$ cat src/rtl/riscv_debug_pkg.sv
// Shared types and helpers for the toggle-word UART debug output.
// Contents: formatter / serialiser state enums, ASCII CR/LF codes and a
// nibble-to-uppercase-hex-ASCII converter.
package riscv_debug_pkg;

  typedef enum logic [1:0] {
    FMT_IDLE,
    FMT_LOAD,
    FMT_WAIT
  } fmt_state_e;

  typedef enum logic [1:0] {
    SER_IDLE,
    SER_START,
    SER_DATA,
    SER_STOP
  } ser_state_e;

  localparam logic [7:0] ASCII_CR = 8'h0D;
  localparam logic [7:0] ASCII_LF = 8'h0A;

  // 0-9 -> '0'-'9', 10-15 -> 'A'-'F'
  function automatic logic [7:0] nibble_to_ascii(input logic [3:0] n);
    return (n < 4'd10) ? (8'h30 + {4'h0, n}) : (8'h37 + {4'h0, n});
  endfunction

endpackage

$ cat src/rtl/uart_tx_byte.sv
// 8N1 byte serialiser, LSB first, line idles high.
// Ports:
//   clk, resetn  - clock, async active-low reset
//   start        - accepted only in IDLE; latches data and begins a frame
//   data[7:0]    - byte to send
//   tx           - serial line (registered)
//   done         - 1-cycle pulse during the last STOP-bit cycle
//   idle         - high when no frame is in progress
module uart_tx_byte
  import riscv_debug_pkg::*;
#(
  parameter int CLKS_PER_BIT = 868
) (
  input  logic       clk,
  input  logic       resetn,
  input  logic       start,
  input  logic [7:0] data,
  output logic       tx,
  output logic       done,
  output logic       idle
);

  localparam int            CW      = (CLKS_PER_BIT > 2) ? $clog2(CLKS_PER_BIT) : 1;
  localparam logic [CW-1:0] CNT_MAX = CW'(CLKS_PER_BIT - 1);
  localparam logic [CW-1:0] CNT_ONE = CW'(1);

  ser_state_e    state_q, state_d;
  logic [CW-1:0] cnt_q, cnt_d;
  logic [2:0]    bit_q, bit_d;
  logic [7:0]    shreg_q, shreg_d;
  logic          tx_q, tx_d;
  logic          last_cnt;

  assign last_cnt = (cnt_q == CNT_MAX);

  always_comb begin
    state_d = state_q;
    cnt_d   = cnt_q;
    bit_d   = bit_q;
    shreg_d = shreg_q;
    tx_d    = tx_q;
    if (state_q != SER_IDLE) cnt_d = last_cnt ? '0 : cnt_q + CNT_ONE;
    case (state_q)
      SER_IDLE: begin
        if (start) begin
          state_d = SER_START;
          cnt_d   = '0;
          bit_d   = '0;
          shreg_d = data;
          tx_d    = 1'b0;
        end
      end
      SER_START: begin
        if (last_cnt) begin
          state_d = SER_DATA;
          tx_d    = shreg_q[0];
        end
      end
      SER_DATA: begin
        if (last_cnt) begin
          if (bit_q == 3'd7) begin
            state_d = SER_STOP;
            tx_d    = 1'b1;
          end else begin
            // shift so the next bit is always at [0]; drive it one step early
            bit_d   = bit_q + 3'd1;
            shreg_d = {1'b0, shreg_q[7:1]};
            tx_d    = shreg_q[1];
          end
        end
      end
      SER_STOP: begin
        if (last_cnt) state_d = SER_IDLE;
      end
      default: state_d = SER_IDLE;
    endcase
  end

  always_ff @(posedge clk or negedge resetn) begin
    if (!resetn) begin
      state_q <= SER_IDLE;
      cnt_q   <= '0;
      bit_q   <= '0;
      shreg_q <= '0;
      tx_q    <= 1'b1;
    end else begin
      state_q <= state_d;
      cnt_q   <= cnt_d;
      bit_q   <= bit_d;
      shreg_q <= shreg_d;
      tx_q    <= tx_d;
    end
  end

  assign tx   = tx_q;
  assign done = (state_q == SER_STOP) && last_cnt;
  assign idle = (state_q == SER_IDLE);

endmodule

$ cat src/rtl/toggle_uart_tx.sv
// Reports every change of the core's toggle word over UART as
// "XXXXXXXX\r\n" (uppercase hex, MSB nibble first).
// Ports:
//   clk, resetn         - clock, async active-low reset
//   toggle_value[31:0]  - sampled every clk; changes are queued
//   tx                  - UART 8N1 line
//   tx_Data[7:0]        - last character handed to the serialiser
//   tx_DataValid        - 1-cycle strobe when tx_Data is loaded
//   busy                - FIFO non-empty, frame or byte in progress
//   overflow            - sticky: a change was dropped on a full FIFO
module toggle_uart_tx
  import riscv_debug_pkg::*;
#(
  parameter int CLKS_PER_BIT = 868,
  parameter int FIFO_DEPTH   = 4
) (
  input  logic        clk,
  input  logic        resetn,
  input  logic [31:0] toggle_value,
  output logic        tx,
  output logic [7:0]  tx_Data,
  output logic        tx_DataValid,
  output logic        busy,
  output logic        overflow
);

  localparam int         AW      = $clog2(FIFO_DEPTH);
  localparam logic [AW:0] PTR_ONE = (AW + 1)'(1);

  // change detect + FIFO
  logic [31:0]                  prev_q, prev_d;
  logic [FIFO_DEPTH-1:0][31:0]  mem_q, mem_d;
  logic [AW:0]                  wr_ptr_q, wr_ptr_d, rd_ptr_q, rd_ptr_d;
  logic                         overflow_q, overflow_d;
  logic                         change, push, pop, empty, full;
  logic [31:0]                  head;

  // formatter
  fmt_state_e  fmt_q, fmt_d;
  logic [31:0] word_q, word_d;
  logic [3:0]  idx_q, idx_d;
  logic [7:0]  tx_data_q, tx_data_d;
  logic        tx_dv_q, tx_dv_d;
  logic [7:0]  cur_char;
  logic        ser_done, ser_idle;

  // extra wrap bit distinguishes full from empty
  assign empty  = (wr_ptr_q == rd_ptr_q);
  assign full   = (wr_ptr_q[AW] != rd_ptr_q[AW]) &&
                  (wr_ptr_q[AW-1:0] == rd_ptr_q[AW-1:0]);
  assign head   = mem_q[rd_ptr_q[AW-1:0]];
  assign change = (toggle_value != prev_q);
  assign pop    = (fmt_q == FMT_IDLE) && !empty;
  // a pop in the same edge frees the slot the push needs
  assign push   = change && (!full || pop);

  always_comb begin
    prev_d     = change ? toggle_value : prev_q;
    mem_d      = mem_q;
    wr_ptr_d   = wr_ptr_q;
    rd_ptr_d   = rd_ptr_q;
    overflow_d = overflow_q | (change && !push);
    if (push) begin
      mem_d[wr_ptr_q[AW-1:0]] = toggle_value;
      wr_ptr_d                = wr_ptr_q + PTR_ONE;
    end
    if (pop) rd_ptr_d = rd_ptr_q + PTR_ONE;
  end

  // word_q is shifted left per character so the current nibble is always [31:28]
  always_comb begin
    case (idx_q)
      4'd8:    cur_char = ASCII_CR;
      4'd9:    cur_char = ASCII_LF;
      default: cur_char = nibble_to_ascii(word_q[31:28]);
    endcase
  end

  always_comb begin
    fmt_d     = fmt_q;
    word_d    = word_q;
    idx_d     = idx_q;
    tx_data_d = tx_data_q;
    tx_dv_d   = 1'b0;
    case (fmt_q)
      FMT_IDLE: begin
        if (!empty) begin
          word_d = head;
          idx_d  = '0;
          fmt_d  = FMT_LOAD;
        end
      end
      FMT_LOAD: begin
        tx_dv_d   = 1'b1;
        tx_data_d = cur_char;
        fmt_d     = FMT_WAIT;
      end
      FMT_WAIT: begin
        if (ser_done) begin
          if (idx_q == 4'd9) begin
            fmt_d = FMT_IDLE;
          end else begin
            idx_d  = idx_q + 4'd1;
            word_d = {word_q[27:0], 4'h0};
            fmt_d  = FMT_LOAD;
          end
        end
      end
      default: fmt_d = FMT_IDLE;
    endcase
  end

  always_ff @(posedge clk or negedge resetn) begin
    if (!resetn) begin
      prev_q     <= '0;
      mem_q      <= '0;
      wr_ptr_q   <= '0;
      rd_ptr_q   <= '0;
      overflow_q <= 1'b0;
      fmt_q      <= FMT_IDLE;
      word_q     <= '0;
      idx_q      <= '0;
      tx_data_q  <= '0;
      tx_dv_q    <= 1'b0;
    end else begin
      prev_q     <= prev_d;
      mem_q      <= mem_d;
      wr_ptr_q   <= wr_ptr_d;
      rd_ptr_q   <= rd_ptr_d;
      overflow_q <= overflow_d;
      fmt_q      <= fmt_d;
      word_q     <= word_d;
      idx_q      <= idx_d;
      tx_data_q  <= tx_data_d;
      tx_dv_q    <= tx_dv_d;
    end
  end

  // the registered strobe doubles as the serialiser start
  uart_tx_byte #(
    .CLKS_PER_BIT(CLKS_PER_BIT)
  ) u_ser (
    .clk   (clk),
    .resetn(resetn),
    .start (tx_dv_q),
    .data  (tx_data_q),
    .tx    (tx),
    .done  (ser_done),
    .idle  (ser_idle)
  );

  assign tx_Data      = tx_data_q;
  assign tx_DataValid = tx_dv_q;
  assign overflow     = overflow_q;
  assign busy         = !empty || (fmt_q != FMT_IDLE) || !ser_idle;

endmodule

$ cat config.mk
export PLATFORM = sky130hd
export DESIGN_NAME = toggle_uart_tx
export DESIGN_NICKNAME = d
export VERILOG_FILES = /design/src/rtl/riscv_debug_pkg.sv /design/src/rtl/uart_tx_byte.sv /design/src/rtl/toggle_uart_tx.sv
export SDC_FILE = /design/constraint.sdc
export NUM_CORES = 1
export LEC_CHECK = 0
export ABC_CLOCK_PERIOD_IN_PS = 4180
export CAP_MARGIN = 10
export CORE_MARGIN = 2
export CORE_UTILIZATION = 45
export CTS_BUF_LIST = sky130_fd_sc_hd__clkbuf_8
export DETAILED_ROUTE_END_ITERATION = 6
export DONT_BUFFER_PORTS = 1
export PLACE_DENSITY = 0.69
export SLEW_MARGIN = 25
export SYNTH_ARGS = -nofsm -noshare
export SYNTH_HDL_FRONTEND = slang
export SYNTH_SLANG_ARGS = --single-unit
$ cat constraint.sdc
create_clock -name clk -period 4.18 [get_ports clk]
set_input_delay 0.836 -clock clk [delete_from_list [all_inputs] [get_ports clk]]
set_output_delay 0.836 -clock clk [all_outputs]
set_load 0.02 [all_outputs]
==> results.toml <==
[outcome]
status = "completed"

[synthesis]
synth_xor_area_share_pct = 3.31
ys.flop_type = "dfrtp_1"
synth-seq-cells = 236
synth-edff-count = 0
synth_cell_types = 50
synth_simple_gate_area_share_pct = 7.15
yosysWarnings = 0
syn-num-nets = 879
synth_area_leaders = "dfrtp_1, mux2_4, mux4_2"
synth_top_area_cell = "dfrtp_1"
yosysSeqAreaShare_pct = 53.2
synthArstFlopShare_pct = 100
synth.avg_cell_area_sq_um = 13.4
synth_compound_area_share_pct = 6.12
synth_fa_ha_area_share_pct = 1.80
netlist_instances = 829
syn-cell-area_sq_um = 11100
yosys.area.top_type_share_pct = 53.0
synthTopCellsByCount = "dfrtp_1, mux2_4, nand2_1"
synth_top_family_by_area = "multiplexers"
synthMuxAreaShare_pct = 24.5
synth.most_common_cell = "dfrtp_1"

[power]
peakVddDrop_uv = 320
p_per_area_nw_per_um2 = 442
p_leak_nw = 5.23

[detailed_routing]
num_vias = 6284
drc = 0
wl_per_cell_um = 19.0
drt_iter0_markers = 374
ant_nets = 0
drt-total-wl_mm = 22.2
vias_per_cell = 5.36
first_pass_iters = 4

[timing]
setup-tns-final_ns = 0
skew_ns = 0.0280
timing.fmax_mhz = 336
hold_violations = 0
whs_ns = 0.0330
slew_headroom_pct = 35.8
finalSetupViolCount = 0
rsz0062_at_grt = "no"
tightestPinTransition_ns = 0.955
drv_slew = 0
finalCriticalPeriod_ns = 2.97
fin_crit_sh_pct = 71.2

[die]
io_pins = 46
die_w_um = 161
die-height_um = 161
initial_core_util_pct = 45.8
die-area_sq_um = 26000
rows = 57
core_sq_um = 24200

[setup_path]
required_ns = 3.34
crit_fanout = 9
crit_arrival_ns = 2.14
cp-end-kind = "output pin"
start_kind = "register"
path_class = "reg -> out"

[clock_network]
clk_latency_ns = 0.54
clockBufferDepth = 3
ctsHtreeMaxLevel = 2
post_cts_buffers = 0
cts.sinks = 236
cts_tree = "built"
cts_made_buffers = 40
root_buffer = "clkbuf_8"
cts_resized = 0
cts.clk_slew.worst_paths_ns = 0.06

[placed_design]
port_buffers = 0
post-dp-hpwl_mm = 13.7
place_congestion = 0.752
dpl_cell_area_sq_um = 11300

[run]
drv_cap = 0

[final_layout]
fin_nets = 868
area_growth_pct = 9.11
fillCellCount = 2114
layout-drive-gt1-share_pct = 30.9
design_area_sq_um = 12100
insertedDiodeCount = 0

[global_route]
grt_pass1_vias = 6560
grt_pass1_wl_mm = 36.2
grt_max_degree = 237
antenna_found_initial = 1
track_usage_pct = 17.5
grt_overflow = 0

[min_path]
hp-class = "in -> async"
[kinds of logic (layout without fill, tap and decap cells)]
group | Yosys count | after routing
adder cells (fa/ha/maj) | 16 | 16
XOR/XNOR | 42 | 42
AND/OR/NAND/NOR | 172 | 172
multiplexers | 177 | 177
flip-flops | 236 | 236
AO/OA/AOI/OAI | 99 | 99
buffers and inverters | 86 | 105
other | 1 | 1
[sequential cells by signal (all words and copies together), names as in the netlist]
| name | flops |
|---|---|
| word_q | 32 |
| rd_ptr_q | 3 |
| fmt_q | 2 |
| u_ser.tx | 1 |
| tx_Data | 7 |
| idx_q | 4 |
| u_ser.cnt_q | 10 |
| u_ser.shreg_q | 7 |
| u_ser.bit_q | 3 |
| u_ser.state_q | 2 |
| prev_q | 32 |
| wr_ptr_q | 3 |
| mem_q | 128 |
| tx_DataValid | 1 |
| overflow | 1 |
[layout make-up]
cell class | instances | area [sq um] | share of cell area (%)
clock buffer | 53 | 729 | 6.02
sequential | 236 | 5910 | 48.8
clock inverter | 19 | 78.8 | 0.650
timing repair buffer | 18 | 175 | 1.45
tap | 324 | 405 | 3.35
inverter | 15 | 56.3 | 0.465
multi-input combinational | 507 | 4760 | 39.3
[metal layers]
layer	global-route usage, %	vias up	share of wire [%]	routed length (um)
li1	-	2888	-	-
met1	24.9	3231	47	10500
met2	27.2	124	45	10100
met3	4.08	41	5.1	1140
met4	5.07	0	2.1	477
met5	0	-	0	0
[critical path: stages (launching register included)]
cell	delay, ns
dfrtp_1	0.41
inv_1	0.11
ha_1	0.34
inv_1	0.21
or3_1	0.53
[per-stage QoR]
step | setup slack, ns | util (%) | cells | total power [mW]
2_1_floorplan | 1.67 | - | 829 | 3.23
3_3_place_gp | 1.07 | 46.3 | 1095 | 3.34
3_5_place_dp | 1.01 | 46.4 | 1096 | 3.36
4_1_cts | 1.16 | 49.8 | 1168 | 5.41
5_1_grt | 1.05 | 50.0 | 1172 | 5.60
6_report | 1.21 | 50.0 | 1172 | 5.36
[report_power, final]
part / internal [mW] / switching, mW / leakage, nW
combinational: 0.458 / 0.186 / 1.98
clock: 1.13 / 0.898 / 0.479
sequential: 2.54 / 0.150 / 2.77
[final timing paths]
kind,cells past startpoint,startpoint,slack [ns],end
min in group clk,0,toggle_value[14],0.32,prev_q[14]$_DFFE_PN0P_
max in group asynchronous,1,resetn,3.03,tx_DataValid$_DFF_PN0_
setup reg to reg,9,u_ser.cnt_q[0]$_DFF_PN0_,1.37,word_q[25]$_DFFE_PN0P_
setup / recovery,4,u_ser.state_q[0]$_DFFE_PN0P_,1.21,busy
hold / removal,0,resetn,0.03,rd_ptr_q[1]$_DFFE_PN0P_
hold reg to reg,1,wr_ptr_q[2]$_DFFE_PN0P_,0.49,wr_ptr_q[2]$_DFFE_PN0P_
[placed cells by master (no fill, tap or decap), drive strengths merged, types with 6 or more instances in the layout]
cell    instances
mux2          144
xnor2          38
nand2          83
mux4           32
a22o           12
or3             6
buf            15
nand3           6
clkbuf         53
inv            31
nand4          11
dfrtp         235
a21oi          12
nor2           42
a31oi          31
o21ai          27
ha             16
(Power assumes the default switching activity.)
